===== config.mk =====
export PLATFORM = sky130hd
export DESIGN_NAME = apb_arbiter
export DESIGN_NICKNAME = d
export VERILOG_FILES = /design/src/rtl/apb_pkg.sv /design/src/rtl/apb_timeout.sv /design/src/rtl/apb_arbiter.sv
export SDC_FILE = /design/constraint.sdc
export NUM_CORES = 1
export LEC_CHECK = 0
export CAP_MARGIN = 20
export CORE_AREA = 2 2 112 114
export CTS_BUF_LIST = sky130_fd_sc_hd__clkbuf_16
export DETAILED_ROUTE_END_ITERATION = 8
export DIE_AREA = 0 0 114 116
export GPL_TIMING_DRIVEN = 1
export HOLD_SLACK_MARGIN = 0.1
export PLACE_DENSITY = 0.86
export SLEW_MARGIN = 20
export SYNTH_ARGS = -nofsm -noshare
export SYNTH_HDL_FRONTEND = slang
export SYNTH_SLANG_ARGS = --single-unit
export TNS_END_PERCENT = 10

===== constraint.sdc =====
create_clock -name clk -period 5.2 [get_ports clk]
set_input_delay 1.04 -clock clk [delete_from_list [all_inputs] [get_ports clk]]
set_output_delay 1.04 -clock clk [all_outputs]
set_load 0.05 [all_outputs]

===== src/rtl/apb_pkg.sv =====
// Shared APB arbiter types: FSM states, default widths
// and the round-robin pick helper.
package apb_pkg;

    localparam int APB_ADDR_W = 32;
    localparam int APB_DATA_W = 32;
    localparam int APB_STB_W  = 4;
    localparam int TMO_W      = 16;

    typedef enum logic [1:0] {
        IDLE   = 2'd0,
        SETUP  = 2'd1,
        ACCESS = 2'd2
    } apb_state_t;

    // One requester wins outright; a tie goes to prio.
    function automatic logic rr_pick(
        input logic [1:0] req,
        input logic       prio
    );
        case (req)
            2'b10:   return 1'b1;
            2'b11:   return prio;
            default: return 1'b0;
        endcase
    endfunction

endpackage


===== src/rtl/apb_timeout.sv =====
// ACCESS-phase watchdog for the APB arbiter.
// Ports: clk, rts (sync reset), clr, en -> expired.
module apb_timeout
    import apb_pkg::*;
#(
    parameter int LIMIT = 255
) (
    input  logic clk,
    input  logic rts,
    input  logic clr,
    input  logic en,
    output logic expired
);

    logic [TMO_W-1:0] cnt;

    assign expired = (cnt == TMO_W'(LIMIT));

    always_ff @(posedge clk) begin
        if (rts || clr) begin
            cnt <= '0;
        end else if (en && !expired) begin
            cnt <= cnt + 1'b1;
        end
    end

endmodule


===== src/rtl/apb_arbiter.sv =====
// Two-requester round-robin APB arbiter onto one slave.
// Ports: clk, rts; m_* requester side (bit/slice i
// = requester i); s_* slave side; grant, busy status.
module apb_arbiter
    import apb_pkg::*;
#(
    parameter int APB_paddr_WIDTH = APB_ADDR_W,
    parameter int DATA_WIDTH      = APB_DATA_W,
    parameter int TIMEOUT         = 255
) (
    input  logic                         clk,
    input  logic                         rts,
    input  logic [1:0]                   m_psel,
    input  logic [1:0]                   m_penable,
    input  logic [1:0]                   m_pwrite,
    input  logic [2*APB_paddr_WIDTH-1:0] m_paddr,
    input  logic [2*DATA_WIDTH-1:0]      m_pdata,
    input  logic [2*APB_STB_W-1:0]       m_pstb,
    output logic [DATA_WIDTH-1:0]        m_prdata,
    output logic [1:0]                   m_pready,
    output logic [1:0]                   m_perr,
    output logic                         s_psel,
    output logic                         s_penable,
    output logic                         s_pwrite,
    output logic [APB_paddr_WIDTH-1:0]   s_paddr,
    output logic [DATA_WIDTH-1:0]        s_pdata,
    output logic [APB_STB_W-1:0]         s_pstb,
    input  logic [DATA_WIDTH-1:0]        s_prdata,
    input  logic                         s_pready,
    input  logic                         s_perr,
    output logic                         grant,
    output logic                         busy
);

    localparam int AW = APB_paddr_WIDTH;
    localparam int DW = DATA_WIDTH;
    localparam int SW = APB_STB_W;

    apb_state_t state, state_nxt;

    logic prio;
    logic win;
    logic start;
    logic done;
    logic tmo_clr;
    logic tmo_en;
    logic expired;

    // Requester phase is implied by our own FSM.
    logic penable_unused;
    assign penable_unused = ^m_penable;

    assign win   = rr_pick(m_psel, prio);
    assign start = (state == IDLE) && (|m_psel);

    assign s_psel    = (state != IDLE);
    assign s_penable = (state == ACCESS);
    assign busy      = (state != IDLE);

    always_ff @(posedge clk) begin
        if (rts) begin
            state    <= IDLE;
            prio     <= 1'b0;
            grant    <= 1'b0;
            s_pwrite <= 1'b0;
            s_paddr  <= '0;
            s_pdata  <= '0;
            s_pstb   <= '0;
        end else begin
            state <= state_nxt;
            if (start) begin
                grant    <= win;
                s_pwrite <= m_pwrite[win];
                s_paddr  <= win ? m_paddr[2*AW-1:AW]
                                : m_paddr[AW-1:0];
                s_pdata  <= win ? m_pdata[2*DW-1:DW]
                                : m_pdata[DW-1:0];
                s_pstb   <= win ? m_pstb[2*SW-1:SW]
                                : m_pstb[SW-1:0];
            end
            if (done) begin
                prio <= ~grant;
            end
        end
    end

    always_comb begin
        state_nxt = state;
        done      = 1'b0;
        tmo_clr   = 1'b0;
        tmo_en    = 1'b0;
        m_pready  = '0;
        m_perr    = '0;
        m_prdata  = '0;
        unique case (state)
            IDLE: begin
                if (start) begin
                    state_nxt = SETUP;
                end
            end
            SETUP: begin
                state_nxt = ACCESS;
                tmo_clr   = 1'b1;
            end
            ACCESS: begin
                if (s_pready || expired) begin
                    done      = 1'b1;
                    state_nxt = IDLE;
                end else begin
                    tmo_en = 1'b1;
                end
            end
            default: state_nxt = IDLE;
        endcase
        // A requester that let go, or a reset, swallows
        // the completion.
        if (done && m_psel[grant] && !rts) begin
            m_pready[grant] = 1'b1;
            m_perr[grant]   = s_pready ? s_perr : 1'b1;
            m_prdata        = s_pready ? s_prdata : '0;
        end
    end

    apb_timeout #(
        .LIMIT (TIMEOUT)
    ) u_tmo (
        .clk     (clk),
        .rts     (rts),
        .clr     (tmo_clr),
        .en      (tmo_en),
        .expired (expired)
    );

endmodule


==> results of run 1 <==
## tightest hold or removal path, cell delays in order (launching register included)
cell	delay [ns]
dfxtp_1	0.32
nand2_1	0.05
mux2i_1	0.05
## logic make-up after synthesis
group / after synthesis
buffers and inverters: 45
and+or+nand+nor: 161
xor gates and xnor gates: 1
AOI/OAI and AO/OA: 101
muxes: 73
DFF: 89
adders and majority gates: 1
## per-layer routing
metal  GRT usage, %  wire length, um  vias up  part of all wire, %
li1               -                -     2277                    -
met1           21.6             5280     2078                   38
met2           38.5             7600      161                   54
met3           5.07              949       12                  6.8
met4           6.18              208        0                  1.5
met5              0                0        -                    0
## sequential cells by signal, summed over array words and instances, names as in the netlist
register   flops
prio           1
state          2
grant          1
s_pstb         4
s_paddr       32
u_tmo.cnt     16
s_pwrite       1
s_pdata       32
## cells in the final DEF (no fill, tap or decap), types with 3 or more instances in the layout
cell,Yosys,layout
clkdlybuf4s50_1,0,283
dfxtp_1,89,89
nor2_1,78,77
mux2i_1,72,72
a211oi_1,69,69
and3_1,33,33
a21oi_1,12,12
nand2_1,9,9
clkbuf_16,0,9
nand3_1,7,7
or3_1,7,7
buf_4,1,7
inv_1,5,6
o21ai_0,7,6
o31ai_1,6,6
or4_1,5,5
nand4_1,4,4
nor3_1,3,3
and4_1,3,3
clkinv_1,0,3
## worst paths after layout
path / slack [ns] / end / cells past startpoint
worst max-delay path: 0.80 / m_perr[1] / 7
worst min-delay path: 0.47 / u_tmo.cnt[15] / 2
worst max register to register: 3.15 / s_paddr[0] / 5
worst min register to register: 0.47 / u_tmo.cnt[15] / 2
## through the flow
stage	utilization, %	power, mW	worst slack (ns)	std cells	hold WS (ns)
2_1_floorplan	-	1.24	1.24	471	0.444
3_3_place_gp	60.7	1.54	0.903	869	0.459
3_5_place_dp	60.7	1.55	0.802	869	0.469
4_1_cts	62.8	2.12	0.789	884	0.477
5_1_grt	62.8	2.19	0.625	884	0.511
6_report	62.8	2.10	0.796	884	0.473
## report_power, final
group          total, mW  internal (mW)  switching, mW
Combinational      0.749          0.311          0.437
Clock              0.560          0.313          0.247
Sequential         0.789          0.751         0.0377
## cell type report
cell class | count | area, um2
fill | 956 | 4430
timing repair buffer | 291 | 2890
multi-input combinational | 337 | 2350
sequential | 89 | 1780
clock buffer | 9 | 225
tap | 147 | 184
clock inverter | 6 | 27.5
inverter | 5 | 18.8
## cell usage after synthesis (4+ instances only)
| library cell | n |
|---|---|
| clkbuf_1 | 26 |
| or4_1 | 5 |
| and3_1 | 33 |
| dfxtp_1 | 89 |
| nand3_1 | 7 |
| buf_2 | 12 |
| nor2_1 | 78 |
| inv_1 | 5 |
| o31ai_1 | 6 |
| nand4_1 | 4 |
| a21oi_1 | 12 |
| mux2i_1 | 72 |
| nand2_1 | 9 |
| a211oi_1 | 69 |
| o21ai_0 | 7 |
| or3_1 | 7 |
==> metrics.txt, run 1 <==
Synth top area share around two fifths; Initial Utilization 36.1%; crit path from m_psel[1]; Num CTS Buffers 9; #FFs+latches synth between 80 and 90; largest net degree at the start of global routing 77; number of synthesized flops with an enable pin 0; Avg Cell Area, Syn approximately 9.1 um2; share of layout cells above drive strength 1 4.48%; CP required approximately 4.2 ns; Buf/Inv on CP 3; CP max FO 33; Worst Hold Class flip-flop to flip-flop; max cap viols 0; post-synthesis mux area share 17.0%; Synth Area in Simple Gates between 10% and 20%; Setup crit start kind input port; ANT nets after route 0; Final #Nets about 910; normalized max-slew margin ~48%; Mapped Nets 650; Core ar. 11,900 um2; post-synthesis xor/xnor area fraction 0.204%; fraction of registers with async set/reset 0%; I/O Buffers between 200 and 300; Post-route DRC 0; Critical Path Most Common Cell clkdlybuf4s50_1; Layout area overhead 74.1%; vias per std cell between 5 and 6; power per cell area approximately 280 nW/um2; Main synth FF type dfxtp_1; period utilization between 80% and 90%; dominant cells by area after synthesis dfxtp_1, mux2i_1, a211oi_1, nor2_1, and3_1; number of global-route vias before repair 4,300; actual slew at the worst max-slew pin between 0.7 and 0.8 ns; Critical Path AT between 3 and 4 ns; hold_buf cts 0; Worst Setup Path Type input port to output pin; diode count 0; grt total ovfl 0; Yosys warning total 0; Seq/Total Area, Yosys a little over 40%; final HPWL from detailed placement between 10 and 15 mm; status finished, final reports clean; Crit. End Element output pin; Clock transition at path regs approximately 0.06 ns; Worst path max stage delay 0.84 ns; die height approximately 120 um; P_leak approximately 3.1 nW; vias 4,528; Sink Count between 80 and 90; initial antenna violation count 0; CTS tree done; post-route cell area between 7000 and 8000 um2; Finish-stage setup viols 0; routed wire length roughly 14 mm; Die Wd around 110 um; clk buf depth 2; Final Max Slew Viols 0; CTS resizes 0; Final min period around 4.4 ns; clock latency on the worst-skew pair 0.33 ns; worst r2r src state[0]; first-pass GRT wire length roughly 21 mm; min-delay src u_tmo.cnt[15]; critical path, cell by cell clkdlybuf4s50_1, mux2i_1, nor3b_2, buf_4, nand2_1, nor3_1, clkdlybuf4s50_1; Post-DP Area 7230 um2; num ports between 200 and 300; critical path's slowest cell clkdlybuf4s50_1; area of the die between 10,000 and 15,000 um2; Worst VDD drop ~0.17 mV; routed len/inst between 15 and 20 um; largest family of logic cells by synthesized area simple AND/OR/NAND/NOR gates; adder-cell share of the synthesized area 0.291%; post-CTS setup buffers 0; Yosys cell types 39; clock root cell clkbuf_16; Crit path max-delay family buffers and inverters; overall routing resource usage around a fifth; Initial DRC Count ~170; # rows 40; RSZ-0062 raised after global routing no; post-synthesis compound-gate area fraction around 17%; sum of negative setup slack 0 ns; Final Skew around 0.0035 ns; mapped cell area about 4300 um2; htree depth 3; Synth Instances around 470; GP Congestion 0.796; dominant cell type by area after synthesis dfxtp_1; Hold Violations, Final 0; FMAX between 200 and 250 MHz; DR pass1 iterations 4
No activity file was read; power rests on OpenSTA's default activity.
==> run 2: changes to the inputs <==
--- a/config.mk
+++ b/config.mk
@@ -6,13 +6,12 @@
 export NUM_CORES = 1
 export LEC_CHECK = 0
 export CAP_MARGIN = 20
-export CORE_AREA = 2 2 112 114
+export CORE_UTILIZATION = 33
 export CTS_BUF_LIST = sky130_fd_sc_hd__clkbuf_16
 export DETAILED_ROUTE_END_ITERATION = 8
-export DIE_AREA = 0 0 114 116
 export GPL_TIMING_DRIVEN = 1
 export HOLD_SLACK_MARGIN = 0.1
-export PLACE_DENSITY = 0.86
+export PLACE_DENSITY = 0.83
 export SLEW_MARGIN = 20
 export SYNTH_ARGS = -nofsm -noshare
 export SYNTH_HDL_FRONTEND = slang
==> constraint.sdc (replaced) <==
create_clock -name clk -period 3.8 [get_ports clk]
set_input_delay 0.76 -clock clk [delete_from_list [all_inputs] [get_ports clk]]
set_output_delay 0.76 -clock clk [all_outputs]
set_load 0.05 [all_outputs]
==> metrics.txt, run 2 (synthesis results as in run 1) <==
status finished, final reports clean; period utilization a little under nine tenths; grt total ovfl 0; Worst Setup Path Type flip-flop to output pin; vias per std cell 5.11; Core ar. 12,700 um2; register area approximately 1800 um2; most common cell after layout, fill and taps aside clkdlybuf4s50_1; Final Skew ~0.0095 ns; Crit. End Element output pin; clock root cell clkbuf_16; CP max FO 5; routed wire length 13.9 mm; share of layout cells above drive strength 1 under 10%; max cap viols 0; # rows 41; multi-input logic area about 2400 um2; vias approximately 4,700; switching power total 1.01 mW; initial antenna violation count 1; Final min period about 3.2 ns; Critical Path AT roughly 2.5 ns; largest net degree at the start of global routing 77; Hold Violations, Final 0; Post-route DRC 0; GP Congestion slightly above 0.8; switch share 34.8%; Clock transition at path regs approximately 0.070 ns; sum of negative setup slack 0 ns; clock latency on the worst-skew pair about 0.33 ns; critical path, cell by cell or4_4, o41ai_4, nand2_1, nor3_1, buf_12; Fillers approximately 1,000; Initial DRC Count 184; Reg power frac a little under two fifths; commonest cells after routing, fill and taps aside clkdlybuf4s50_1, dfxtp_1, nor2_1, mux2i_1, a211oi_1; area of the die about 13,000 um2; final HPWL from detailed placement between 10 and 15 mm; critical path's slowest cell or4_4; actual slew at the worst max-slew pin between 0.8 and 0.9 ns; Layout area overhead 82.2%; first-pass GRT wire length 21.2 mm; FMAX 309 MHz; Die Wd around 120 um; Final Max Slew Viols 0; biggest regs s_paddr (32), s_pdata (32), u_tmo.cnt (16); hold_buf cts 0; routed len/inst 15.2 um; Initial Utilization about a third; number of global-route vias before repair about 4,500; Worst VDD drop ~0.27 mV; combinational share of power 35.4%; Setup crit start kind flip-flop; clk buf depth 2; CTS resizes 0; die height approximately 120 um; Sink Count between 80 and 90; Final #Nets slightly above 900; overall routing resource usage between 10% and 20%; Internal roughly 1.9 mW; post-CTS setup buffers 0; CP required 3.04 ns; htree depth 3; ANT nets after route 0; Worst path max stage delay around 0.62 ns; Num CTS Buffers 9; num ports 287; final core occ a little over 60%; CTS tree done; DR pass1 iterations 4; total power approximately 2.9 mW; power per cell area 372 nW/um2; clock power share 27.6%; normalized max-slew margin ~45%; Finish-stage setup viols 0; RSZ-0062 raised after global routing no; Worst Hold Class flip-flop to flip-flop; P_leak 3.26 nW; I/O Buffers 284
-- run 2: cell count changes in the layout (fill, tap and decap cells not counted), sizes merged --
cell           delta
buf              +36
clkdlybuf4s50    -36
clkinv            +1
diode             +1
-- run 2: layer usage --
layer  global-route usage, %  wire, um
met1                    20.2      5000
met4                    9.15       452
met2                    36.7      7080
met3                    6.95      1360
met5                       0         0
-- run 2: path summary, 6_finish.rpt --
path | startpoint | endpoint | slack [ns] | depth (start not counted)
max | u_tmo.cnt[11] | m_perr[0] | 0.56 | 5
min | s_pdata[7] | s_pdata[7] | 0.50 | 2
max reg2reg | state[1] | s_pdata[5] | 1.81 | 5
min reg2reg | s_pdata[7] | s_pdata[7] | 0.50 | 2
-- run 2: stage by stage --
step	hold slack [ns]	std cells	cell area, um2	setup WS [ns]
after floorplan	0.444	471	4300	0.122
after global placement	0.464	894	7550	0.755
after detailed placement	0.484	894	7550	0.657
after CTS	0.498	910	7830	0.547
after global routing	0.513	910	7830	0.400
final	0.497	911	7830	0.563
-- run 2: layout make-up --
cell class | instances | area share [%]
antenna | 1 | 0.0320
tap | 172 | 2.75
timing repair buffer | 291 | 40.7
clock inverter | 7 | 0.591
multi-input combinational | 337 | 30.0
sequential | 89 | 22.8
inverter | 5 | 0.240
clock buffer | 9 | 2.88
-- run 2: worst max-delay path, delay by kind of cell, from the launching register on --
family / cells / cell delay [ns]
simple gates: 3 / 1.18
flops: 1 / 0.34
buf+inv: 1 / 0.19
compound gates: 1 / 0.43
-- run 2: power groups by stage --
stage | Sequential [mW] | Combinational, mW | Clock (mW)
global route | 1.09 | 1.09 | 0.872
detailed placement | 1.10 | 1.04 | 0
finish | 1.08 | 1.03 | 0.804
global placement | 1.09 | 1.02 | 0
CTS | 1.08 | 1.04 | 0.831
floorplan | 1.41 | 0.283 | 0
==> run 3: changes to the inputs <==
--- a/config.mk
+++ b/config.mk
@@ -12,6 +12,7 @@
 export GPL_TIMING_DRIVEN = 1
 export HOLD_SLACK_MARGIN = 0.1
 export PLACE_DENSITY = 0.83
+export SKIP_CTS_REPAIR_TIMING = 1
 export SLEW_MARGIN = 20
 export SYNTH_ARGS = -nofsm -noshare
 export SYNTH_HDL_FRONTEND = slang
==> results of run 3 <==
Same layout as run 2: the final DEF is identical, and so are final timing and power.
